$ cat src/rtl/writeback_queue.sv
// In-order write-back FIFO feeding the register file's single write port,
// with read-after-write hazard reporting for the two decode read addresses.

package wbq_defs_pkg;
  localparam int REG_WIDTH  = 5;
  localparam int DATA_WIDTH = 32;
endpackage

module writeback_queue
  import wbq_defs_pkg::*;
#(
  parameter int DEPTH = 4
) (
  input  logic                    _CLK,
  input  logic                    _RST_N,
  input  logic                    _resValid,
  input  logic [REG_WIDTH-1:0]    _resDest,
  input  logic [DATA_WIDTH-1:0]   _resVal,
  output logic                    resReady,
  input  logic                    _wbHold,
  input  logic                    _flush,
  input  logic [REG_WIDTH-1:0]    _lookupA,
  input  logic [REG_WIDTH-1:0]    _lookupB,
  output logic                    hazardA,
  output logic                    hazardB,
  output logic                    regWrite,
  output logic [REG_WIDTH-1:0]    regDest,
  output logic [DATA_WIDTH-1:0]   writeVal,
  output logic [$clog2(DEPTH):0]  count,
  output logic                    empty,
  output logic                    full
);

  localparam int PTR_W = $clog2(DEPTH);
  localparam int CNT_W = PTR_W + 1;

  logic [REG_WIDTH-1:0]  destMem [DEPTH];
  logic [DATA_WIDTH-1:0] valMem  [DEPTH];
  logic [DEPTH-1:0]      entryVld;
  logic [PTR_W-1:0]      wrPtr;
  logic [PTR_W-1:0]      rdPtr;
  logic                  enq;
  logic                  deq;

  assign empty    = (count == '0);
  assign full     = (count == CNT_W'(DEPTH));
  assign resReady = !full;
  assign enq      = _resValid && resReady;
  assign deq      = regWrite;

  // Outputs are forced to zero when not writing so the register file never sees stale data.
  always_comb begin
    regWrite = !empty && !_wbHold;
    regDest  = '0;
    writeVal = '0;
    if (regWrite) begin
      regDest  = destMem[rdPtr];
      writeVal = valMem[rdPtr];
    end
  end

  // The head still counts while it is being written; valid bits gate out stale storage.
  always_comb begin
    hazardA = 1'b0;
    hazardB = 1'b0;
    for (int i = 0; i < DEPTH; i++) begin
      if (entryVld[i] && (destMem[i] == _lookupA)) hazardA = 1'b1;
      if (entryVld[i] && (destMem[i] == _lookupB)) hazardB = 1'b1;
    end
  end

  always_ff @(posedge _CLK or negedge _RST_N) begin
    if (!_RST_N) begin
      wrPtr    <= '0;
      rdPtr    <= '0;
      count    <= '0;
      entryVld <= '0;
    end else if (_flush) begin
      wrPtr    <= '0;
      rdPtr    <= '0;
      count    <= '0;
      entryVld <= '0;
    end else begin
      // Enqueue and dequeue never target the same slot: that needs empty or full.
      if (enq) begin
        entryVld[wrPtr] <= 1'b1;
        wrPtr           <= wrPtr + PTR_W'(1);
      end
      if (deq) begin
        entryVld[rdPtr] <= 1'b0;
        rdPtr           <= rdPtr + PTR_W'(1);
      end
      if (enq && !deq)      count <= count + CNT_W'(1);
      else if (deq && !enq) count <= count - CNT_W'(1);
    end
  end

  // Payload storage carries no reset; entryVld decides what is meaningful.
  always_ff @(posedge _CLK) begin
    if (enq) begin
      destMem[wrPtr] <= _resDest;
      valMem[wrPtr]  <= _resVal;
    end
  end

endmodule

$ cat config.mk
export PLATFORM = sky130hd
export DESIGN_NAME = writeback_queue
export DESIGN_NICKNAME = d
export VERILOG_FILES = /design/src/rtl/writeback_queue.sv
export SDC_FILE = /design/constraint.sdc
export NUM_CORES = 1
export LEC_CHECK = 0
export CAP_MARGIN = 10
export CORE_ASPECT_RATIO = 1.25
export CORE_MARGIN = 4
export CORE_UTILIZATION = 31
export CTS_CLUSTER_SIZE = 16
export DETAILED_ROUTE_END_ITERATION = 10
export DONT_BUFFER_PORTS = 1
export GPL_TIMING_DRIVEN = 0
export PLACE_DENSITY = 0.42
export RECOVER_POWER = 100
export REMOVE_ABC_BUFFERS = 1
export SLEW_MARGIN = 30
export SYNTH_ARGS = -nofsm -noshare
export SYNTH_HDL_FRONTEND = slang
export SYNTH_SLANG_ARGS = --single-unit
$ cat constraint.sdc
create_clock -name _CLK -period 4 [get_ports _CLK]
set_clock_uncertainty 0.05 [all_clocks]
set_input_delay 0.8 -clock _CLK [delete_from_list [all_inputs] [get_ports _CLK]]
set_output_delay 0.8 -clock _CLK [all_outputs]
set_load 0.1 [all_outputs]
==> results of run 1 <==
## layer usage
metal | global-route usage | vias to the layer above
met4 | 0.0396 | 0
met2 | 0.207 | 84
met3 | 0.0487 | 14
met5 | 0 | -
li1 | - | 1437
met1 | 0.152 | 1701
## worst min-delay path by stage
stage / start / to / slack [ns]
3_5_place_dp: _RST_N / count[1] / 0.45
2_1_floorplan: _RST_N / count[0] / 0.45
6_report: _flush / count[1] / 0.38
5_1_grt: _flush / count[1] / 0.36
3_3_place_gp: _RST_N / count[0] / 0.45
4_1_cts: _flush / count[1] / 0.36
## power groups by stage
stage | Clock (mW) | Combinational (mW) | Sequential (mW)
after global routing | 1.73 | 2.39 | 2.31
after CTS | 1.65 | 2.35 | 2.30
after global placement | 0 | 2.10 | 2.41
final | 1.62 | 2.27 | 2.29
after floorplan | 0 | 1.86 | 2.32
after detailed placement | 0 | 2.30 | 2.33
## final cells by class
type / count / area, sq um / share of cell area
repair buffers: 9 / 131 / 0.0168
well taps: 279 / 349 / 0.0447
flip-flops and latches: 159 / 4730 / 0.605
clock inverters: 15 / 161 / 0.0207
clock buffers: 17 / 425 / 0.0544
inverters: 8 / 38.8 / 0.00496
multi-input cells: 185 / 1980 / 0.253
## cells in the final DEF, fill, tap and decap left out, types with 4 or more instances in the layout
cell	n
sky130_fd_sc_hd__nor4_1	8
sky130_fd_sc_hd__dfrtp_1	6
sky130_fd_sc_hd__xor2_1	32
sky130_fd_sc_hd__inv_1	6
sky130_fd_sc_hd__xnor2_1	11
sky130_fd_sc_hd__nor2_1	11
sky130_fd_sc_hd__and2_2	41
sky130_fd_sc_hd__edfxtp_1	148
sky130_fd_sc_hd__nand3_1	6
sky130_fd_sc_hd__inv_6	5
sky130_fd_sc_hd__nand2_1	6
sky130_fd_sc_hd__ha_1	8
sky130_fd_sc_hd__mux4_2	37
sky130_fd_sc_hd__clkbuf_16	17
sky130_fd_sc_hd__a211oi_1	4
## through the flow
stage	util	TNS, ns	hold WS, ns	setup slack (ns)	cell area (sq um)
6_report	0.364	0	0.379	0.193	7810
5_1_grt	0.364	0	0.357	0.0416	7810
4_1_cts	0.367	0	0.355	0.0929	7880
3_5_place_dp	0.337	0	0.455	0.0277	7230
3_3_place_gp	0.328	-30.42	0.455	-0.747	7030
2_1_floorplan	-	-1.88	0.454	-0.0509	6690
## sequential cells by signal (all words and copies together), names as in the netlist
name      count
valMem      128
destMem      20
entryVld      4
count         3
rdPtr         2
wrPtr         2
## cell families after synthesis
logic type | Yosys count | synth area share
xor+xnor | 44 | 0.0598
buf+inv | 21 | 0.0157
fa+ha+maj | 9 | 0.0178
compound gates | 14 | 0.0159
mux | 37 | 0.123
simple gates | 81 | 0.0689
flops | 159 | 0.699
## what timing repair did
action,4_1_cts,5_1_grt
setup buffers,0,0
endpoints found under the hold margin,11,0
setup endpoints to repair,38,0
hold buffers,1,0
gates resized for setup,39,0
==> results, run 1 <==
- Across the run, the number of max-cap violations was 0.
- At the pin with the least slew margin, the transition time is 1.34 ns.
- The initial antenna violation count is 0.
- The worst endpoint data arrival time is around 3.0 ns.
- Setup slack on the worst reg-to-reg path comes out at ~0.34 ns.
- The design draws roughly 6.2 mW.
- The tree built by TritonCTS fans out to 159 sinks.
- In the detailed route, the total length drawn on met2 is around 7500 um.
- Summing over every cut layer, the via total after detailed routing is between 3000 and 4000.
- The net switching power is ~2.6 mW.
- Following the worst setup path forward leads to its endpoint at writeVal[13].
- For this run the aggregate overflow at the end of global routing stands at 0.
- The clock tree from TritonCTS is yes.
- The post-detailed-route DRC marker count is 0.
- The startpoint identified for the worst register-to-register timing path is count[1].
- The signed area change from the synthesized netlist to the final layout is 15.6%.
- The largest fanout of any net on the critical path is 45.
- The average wire per standard cell is between 20 and 25 um.
- After the last flow step, the layout net total stands at 441.
- The share of power burned in the clock network is 0.262.
- Setup repair after global routing left no endpoint under its margin.
- Counting instances, the worst hold path has a depth of 1.
- The antenna cell count is 0.
- The core region area is 0.0215 sq mm.
- Dividing the detail-routed via count by the number of cells gives about 4.8.
- The kind of end point of the critical path is an output port.
- The total met3 wirelength after detailed routing is 939 um.
- The die outline area is ~0.024 sq mm.
- Of the total power, registers draw 0.370.
- The critical path's largest stage delay is 0.75 ns.
- Ranked by instance count, the synthesized netlist is headed by sky130_fd_sc_hd__edfxtp_1 (148), sky130_fd_sc_hd__and2_1 (42), sky130_fd_sc_hd__mux4_2 (37).
- The sequential-to-total area share from yosys stat is 0.699.
- The proportion of layout cells with a drive suffix above 1 is 0.323.
- The most common cell in the synthesized netlist is sky130_fd_sc_hd__edfxtp_1.
- The clock-pin slew on the worst setup and hold paths is approximately 0.07 ns.
- The synthesized netlist contains 32 unique library cells.
- The width of the die is approximately 140 um.
- The final estimated routing congestion in global placement is 0.792.
- The logic gate share of total power is 0.368.
- The slowest stage cell on the critical path is sky130_fd_sc_hd__dfrtp_2.
- The cell family contributing the most delay on the critical path is simple AND/OR/NAND/NOR gates.
- The most critical setup path has its startpoint at count[2].
- For this run, asynchronously set or reset flops after synthesis account for 0.0692.
- The top cell type by total area after synthesis is sky130_fd_sc_hd__edfxtp_1.
- Across every metal layer, demand over resource in global routing totals 0.125.
- The fraction of power spent switching nets is 0.424.
- The clock latency on the worst-skew pair is 0.42 ns.
- The critical path crosses 6 cells after its start point.
- The number of endpoints with negative hold slack in the final report is 0.
- The most used flip-flop cell after synthesis is sky130_fd_sc_hd__edfxtp_1.
- The number of max-slew violations in the final report was 0.
- The post-synthesis instance area is 0.00676 sq mm.
- The buffers plus inverters on the worst setup path is 3.
- The number of instances in the synthesized netlist is 365.
- The detail route stage leaves a number of antenna-violating nets equal to 0.
- Entering global routing, the biggest net connects 46 pins.
- By startpoint and endpoint, the worst setup path is classified as flop to output port.
- For this configuration, the core starts out at a cell density of 0.315.
- Buffers inserted during clock tree synthesis total 17.
- The critical path goes through nor3_4 -> buf_16 -> buf_1 -> or2_4 -> inv_6 -> and2_2.
- After detailed routing, the total wire length is approximately 15000 um.
- The logic depth of the worst register-to-register path is 4.
- For the finished layout, the period the worst path requires is around 3.8 ns.
- The total internal power is 3.55 mW.
- The power per cell area is between 700 and 800 mW/mm^2.
- The number of flops mapped to enable cells by yosys is 148.
- The highest clock rate is 263 MHz.
- The number of primary I/O pins is 98.
- The class of the most critical hold timing path is primary input to flop.
- The number of global-route vias before repair is 3623.
- The top cell type's share of synthesized area is 0.658.
- The clock tree root driver cell is sky130_fd_sc_hd__clkbuf_16.
- The worst register-to-register path ends at valMem[0][30].
- The mean instance size in the synthesized netlist is about 19 sq um.
- The HPWL after detailed placement is about 9200 um.
- The detailed router finished its first iteration with 149 violations.
- The synthesis-stage register bit count is approximately 160.
- Summed over all cells, the static leakage comes to roughly 2.5 nW.
- Measured along the y axis, the die boundary spans around 170 um.
- The top layer reached by signal wires is met4.
- For this run, the detailed router's first-pass iteration total came to 4.
- During synthesis, Yosys emitted a total of 0 warnings.
- Setup violations remaining at the end of the flow were counted as 0.
- The clock passes through at most 2 buffers.
- The number of non-filler instances in the completed layout is 672.
- The depth of the CTS H-tree is 4.
- The floorplan row count is 60.
- The worst setup path is launched from a flop.
- The part of the cycle the worst path needs is 0.952.
- The run finished with clean final reports.
- At the worst endpoint, the required time is about 3.2 ns.
- The first global-routing pass estimated between 20000 and 25000 um of wire.
- The number of buffers added on ports is 0.
- Sorting the synthesized cells by area gives the leading types as sky130_fd_sc_hd__edfxtp_1 (66%), sky130_fd_sc_hd__mux4_2 (12%), sky130_fd_sc_hd__xor2_1 (4.1%), sky130_fd_sc_hd__dfrtp_1 (4.1%), sky130_fd_sc_hd__and2_1 (3.9%).
- In this run the tightest slew margin relative to its limit is 0.0987.
- Counting tap cells, the placed design contains a total of around 640 instances.
- The count of fill cells added during filler insertion is 2060.
- In the final routing, the length of wire on met1 measures around 6200 um.
- IR analysis of the VDD net gives a maximum drop of 0.603 mV.
No activity file was read; power rests on OpenSTA's default activity.
==> inputs of run 2 (changes only) <==
--- a/config.mk
+++ b/config.mk
@@ -6,4 +6,5 @@
 export NUM_CORES = 1
 export LEC_CHECK = 0
+export ABC_AREA = 1
 export CAP_MARGIN = 10
 export CORE_ASPECT_RATIO = 1.25
@@ -17,4 +18,5 @@
 export RECOVER_POWER = 100
 export REMOVE_ABC_BUFFERS = 1
+export SETUP_SLACK_MARGIN = 0.5
 export SLEW_MARGIN = 30
 export SYNTH_ARGS = -nofsm -noshare
==> constraint.sdc (replaced) <==
create_clock -name _CLK -period 4 [get_ports _CLK]
set_clock_uncertainty 0.05 [all_clocks]
set_input_delay 0.6 -clock _CLK [delete_from_list [all_inputs] [get_ports _CLK]]
set_output_delay 0.6 -clock _CLK [all_outputs]
set_load 0.1 [all_outputs]
==> results, run 2 <==
- The run finished, with violations left.
- The final reports fail on capacitance limit, slew limit.
- The share of power burned in the clock network came to 0.240 (-0.022).
- The via density per instance is 4.82 (about the same).
- The top cell type's share of synthesized area is 0.630 (-0.0275).
- The final antenna-violating net count is 0 (unchanged).
- The height of the die is 177 um (+2.1%).
- The number of primary I/O pins is 98 (unchanged).
- The clock latency on the worst-skew pair is 0.42 ns (about the same).
- The flip-flop count of the largest register after layout was 128 (unchanged).
- The path class of the tightest hold or removal check is primary input to flop.
- The post-DP HPWL is 11600 um (+26%).
- The largest net degree at the start of global routing is 79 (+72%).
- The largest fanout of any net on the critical path came to 13 (-71%).
- The post-detailed-route DRC marker count is 0 (unchanged).
- Compared with the post-synthesis result, the final layout area differs by 20.4%.
- The average wire per standard cell came to 18.9 um (-14%).
- The post-synthesis instance area came to 0.00705 sq mm (+4.4%).
- The pre-CTS worst setup slack is 0.707 ns (+0.679 ns).
- The clock tree from TritonCTS is yes.
- The register ranked first by flip-flop count is valMem.
- The wire length reported by the detailed router was 18100 um (+23%).
- The power per cell area is 763 mW/mm^2 (-3.5%).
- The total negative slack came to 0 ns (unchanged).
- The overall power consumption was 6.48 mW (+4.9%).
- The fraction of the core area covered by cells at the end of the flow is 0.381 (+0.0172).
- The count of fill cells added during filler insertion is 2134 (+3.6%).
- The post-layout net count is 721 (+63%).
- The reported leakage power is 2.96 nW (+17%).
- The maximum buffer depth of the clock tree was 2 (unchanged).
- The most used flip-flop cell after synthesis is sky130_fd_sc_hd__edfxtp_1.
- The multi-input logic area is 0.00240 sq mm (+22%).
- The total internal power is 3.33 mW (-6.4%).
- The initial core utilization was 0.316 (+0.00173).
- The critical path's largest stage delay was 0.72 ns (-0.03 ns).
- The cell area after placement was 0.00803 sq mm (+11%).
- The net switching power is 3.15 mW (+20%).
- The die outline area is 0.0252 sq mm (+4.1%).
- In the layout the commonest cells are sky130_fd_sc_hd__nor2_1 (168), sky130_fd_sc_hd__edfxtp_1 (148), sky130_fd_sc_hd__o21ai_0 (95).
- The initial antenna violation count was 0 (unchanged).
- The number of distinct library cells after synthesis is 29 (-9.4%).
- The library cell used most frequently in the layout, excluding fill and tap cells, is sky130_fd_sc_hd__nor2_1.
- By count the netlist is led by sky130_fd_sc_hd__nor2_1 (169), sky130_fd_sc_hd__edfxtp_1 (148), sky130_fd_sc_hd__o21ai_0 (95).
- The clock buffer count from CTS was 17 (unchanged).
- In this design, the largest share of critical-path delay is due to simple AND/OR/NAND/NOR gates.
- The sequential standard cell area is 0.00473 sq mm (unchanged).
- The launching element type of the critical path is a flop.
- The top cell type by total area after synthesis is sky130_fd_sc_hd__edfxtp_1.
- The number of instances in the synthesized netlist is 656 (+80%).
- The number of buffers added on ports is 0 (unchanged).
- The count of maximum capacitance violations is 1 (+1).
- The logic gate share of total power is 0.414 (+0.046).
- The number of global-route vias before repair is 4839 (+34%).
- The detailed-router iteration count before antenna repair came to 4 (unchanged).
- Setup repair after global routing left no endpoint under its margin.
- The sequential-to-total area share from yosys stat is 0.669 (-0.0292).
- The number of max-slew violations in the final report is 8 (+8).
- The proportion of layout cells with a drive suffix above 1 was 0.140 (-0.183).
- The largest registers in the layout are valMem x128, destMem x20, entryVld x4.
- The buffers plus inverters on the worst setup path is 2 (-1).
- The type of the worst setup path is flop to flop.
- The part of the cycle the worst path needs came to 0.877 (-0.0744).
- The depth of the CTS H-tree was 4 (unchanged).
- The most frequently used cell type in the post-synthesis netlist is sky130_fd_sc_hd__nor2_1.
- The fraction of power spent switching nets is 0.486 (+0.0620).
- The final worst setup slack came to 0.491 ns (+0.297 ns).
- The highest clock rate is 285 MHz (+8.5%).
- The number of flops mapped to enable cells by yosys came to 148 (unchanged).
- The final estimated routing congestion in global placement is 0.814 (+2.7%).
- The overflow left after global routing came to 0 (unchanged).
- By area the synthesized netlist is led by sky130_fd_sc_hd__edfxtp_1 (63%), sky130_fd_sc_hd__nor2_1 (9.0%), sky130_fd_sc_hd__o21ai_0 (6.7%), sky130_fd_sc_hd__dfrtp_1 (3.9%), sky130_fd_sc_hd__a21oi_1 (3.4%).
- The clock period minus worst slack is 3.51 ns (-0.297 ns).
- The total global-route track usage is 0.148 (+0.0227).
- The core region area is 0.0223 sq mm (+3.8%).
- Walking the worst path, the cells encountered are nor2_4 -> nand2_1 -> nand2_1 -> nor2_1 -> buf_16 -> clkbuf_2.
- The proportion of synthesized flip-flops having asynchronous set or reset was 0.0692 (unchanged).
- The clock-pin slew on the worst setup and hold paths was 0.06 ns (about the same).
- The number of DRC violations after detailed-routing iteration 0 is 181 (+21%).
- The actual transition at the worst max-transition pin came to 1.57 ns (+0.228 ns).
- The design area is 0.00849 sq mm (+8.7%).
- The part of the total power dissipated in sequential elements was 0.346 (-0.024).
- The final setup violation count came to 0 (unchanged).
- The synthesis-stage register bit count came to 159 (unchanged).
- The most used cell along the critical path is sky130_fd_sc_hd__nand2_1.
- The normalized max-slew margin was -0.0450 (-0.144).
- The kind of end point of the critical path is a flop.
- The antenna cell count is 0 (unchanged).
- The number of endpoints with negative hold slack in the final report was 0 (unchanged).
- The post-CTS setup buffer count is 0 (unchanged).
- The width of the die is 143 um (+2.0%).
- The floorplan row count is 61 (+1.7%).
- The count of synthesis-stage warnings from yosys is 0 (unchanged).
- The worst supply voltage drop on vdd is 0.912 mV (+51%).
- The mean instance size in the synthesized netlist is 10.7 sq um (-42%).
- The number of clock sinks is 159 (unchanged).
- The required time of the critical path is 4.02 ns (+0.87 ns).
- The detailed-route via count is 4606 (+42%).
- The root buffer cell chosen for the clock tree is sky130_fd_sc_hd__clkbuf_16.
- The global-route wire length before repair is 27600 um (+22%).
- The slowest stage cell on the critical path is sky130_fd_sc_hd__dfrtp_2.
- The worst endpoint data arrival time is 3.52 ns (+0.56 ns).
-- run 2: cell type report --
| type | instances | area share |
|---|---|---|
| tap | 283 | 0.0417 |
| clock inverter | 15 | 0.0172 |
| clock buffer | 17 | 0.0501 |
| inverter | 48 | 0.0224 |
| sequential | 159 | 0.557 |
| timing repair buffer | 13 | 0.0286 |
| multi-input combinational | 421 | 0.283 |
-- run 2: repair_timing --
action	in CTS	in global routing
hold buffers	1	0
endpoints found under the setup margin	37	36
endpoints found under the hold margin	11	0
pin swaps	0	1
gates resized for setup	3	1
-- run 2: path summary, 6_finish.rpt --
path | from | to | slack [ns] | cells past startpoint
setup / recovery | count[1] | valMem[3][5] | 0.49 | 6
hold / removal | _flush | entryVld[3] | 0.19 | 1
setup reg to reg | count[1] | valMem[3][5] | 0.49 | 6
hold reg to reg | entryVld[3] | entryVld[3] | 0.51 | 2
max in group asynchronous | _RST_N | rdPtr[1] | 2.99 | 1
min in group asynchronous | _RST_N | count[2] | 0.53 | 1
-- run 2: kinds of logic after synthesis --
group,count (synthesis),share of synthesized area
AND/OR/NAND/NOR,252,0.143
flip-flops,159,0.669
AO/OA/AOI/OAI,152,0.112
buffers and inverters,76,0.0488
adder cells (fa/ha/maj),9,0.0170
XOR/XNOR,8,0.00994
-- run 2: per-layer routing --
metal / vias up / routed length [um] / global-route usage / share of wire
li1: 2252 / - / - / -
met1: 2218 / 7180 / 0.163 / 0.40
met2: 114 / 9430 / 0.264 / 0.52
met3: 22 / 1240 / 0.0546 / 0.068
met4: 0 / 259 / 0.0464 / 0.014
met5: - / 0 / 0 / 0
-- run 2: power by group through the flow --
stage | Combinational (mW) | Clock (mW) | Sequential (mW)
after floorplan | 1.88 | 0 | 2.29
after global placement | 2.20 | 0 | 2.39
after detailed placement | 2.78 | 0 | 2.28
after CTS | 2.78 | 1.59 | 2.25
after global routing | 2.87 | 1.68 | 2.27
final | 2.68 | 1.55 | 2.24
-- run 2: through the flow --
step | cells | hold slack [ns]
floorplan | 628 | 0.254
global placement | 911 | 0.255
detailed placement | 923 | 0.255
CTS | 956 | 0.166
global route | 956 | 0.164
finish | 956 | 0.190
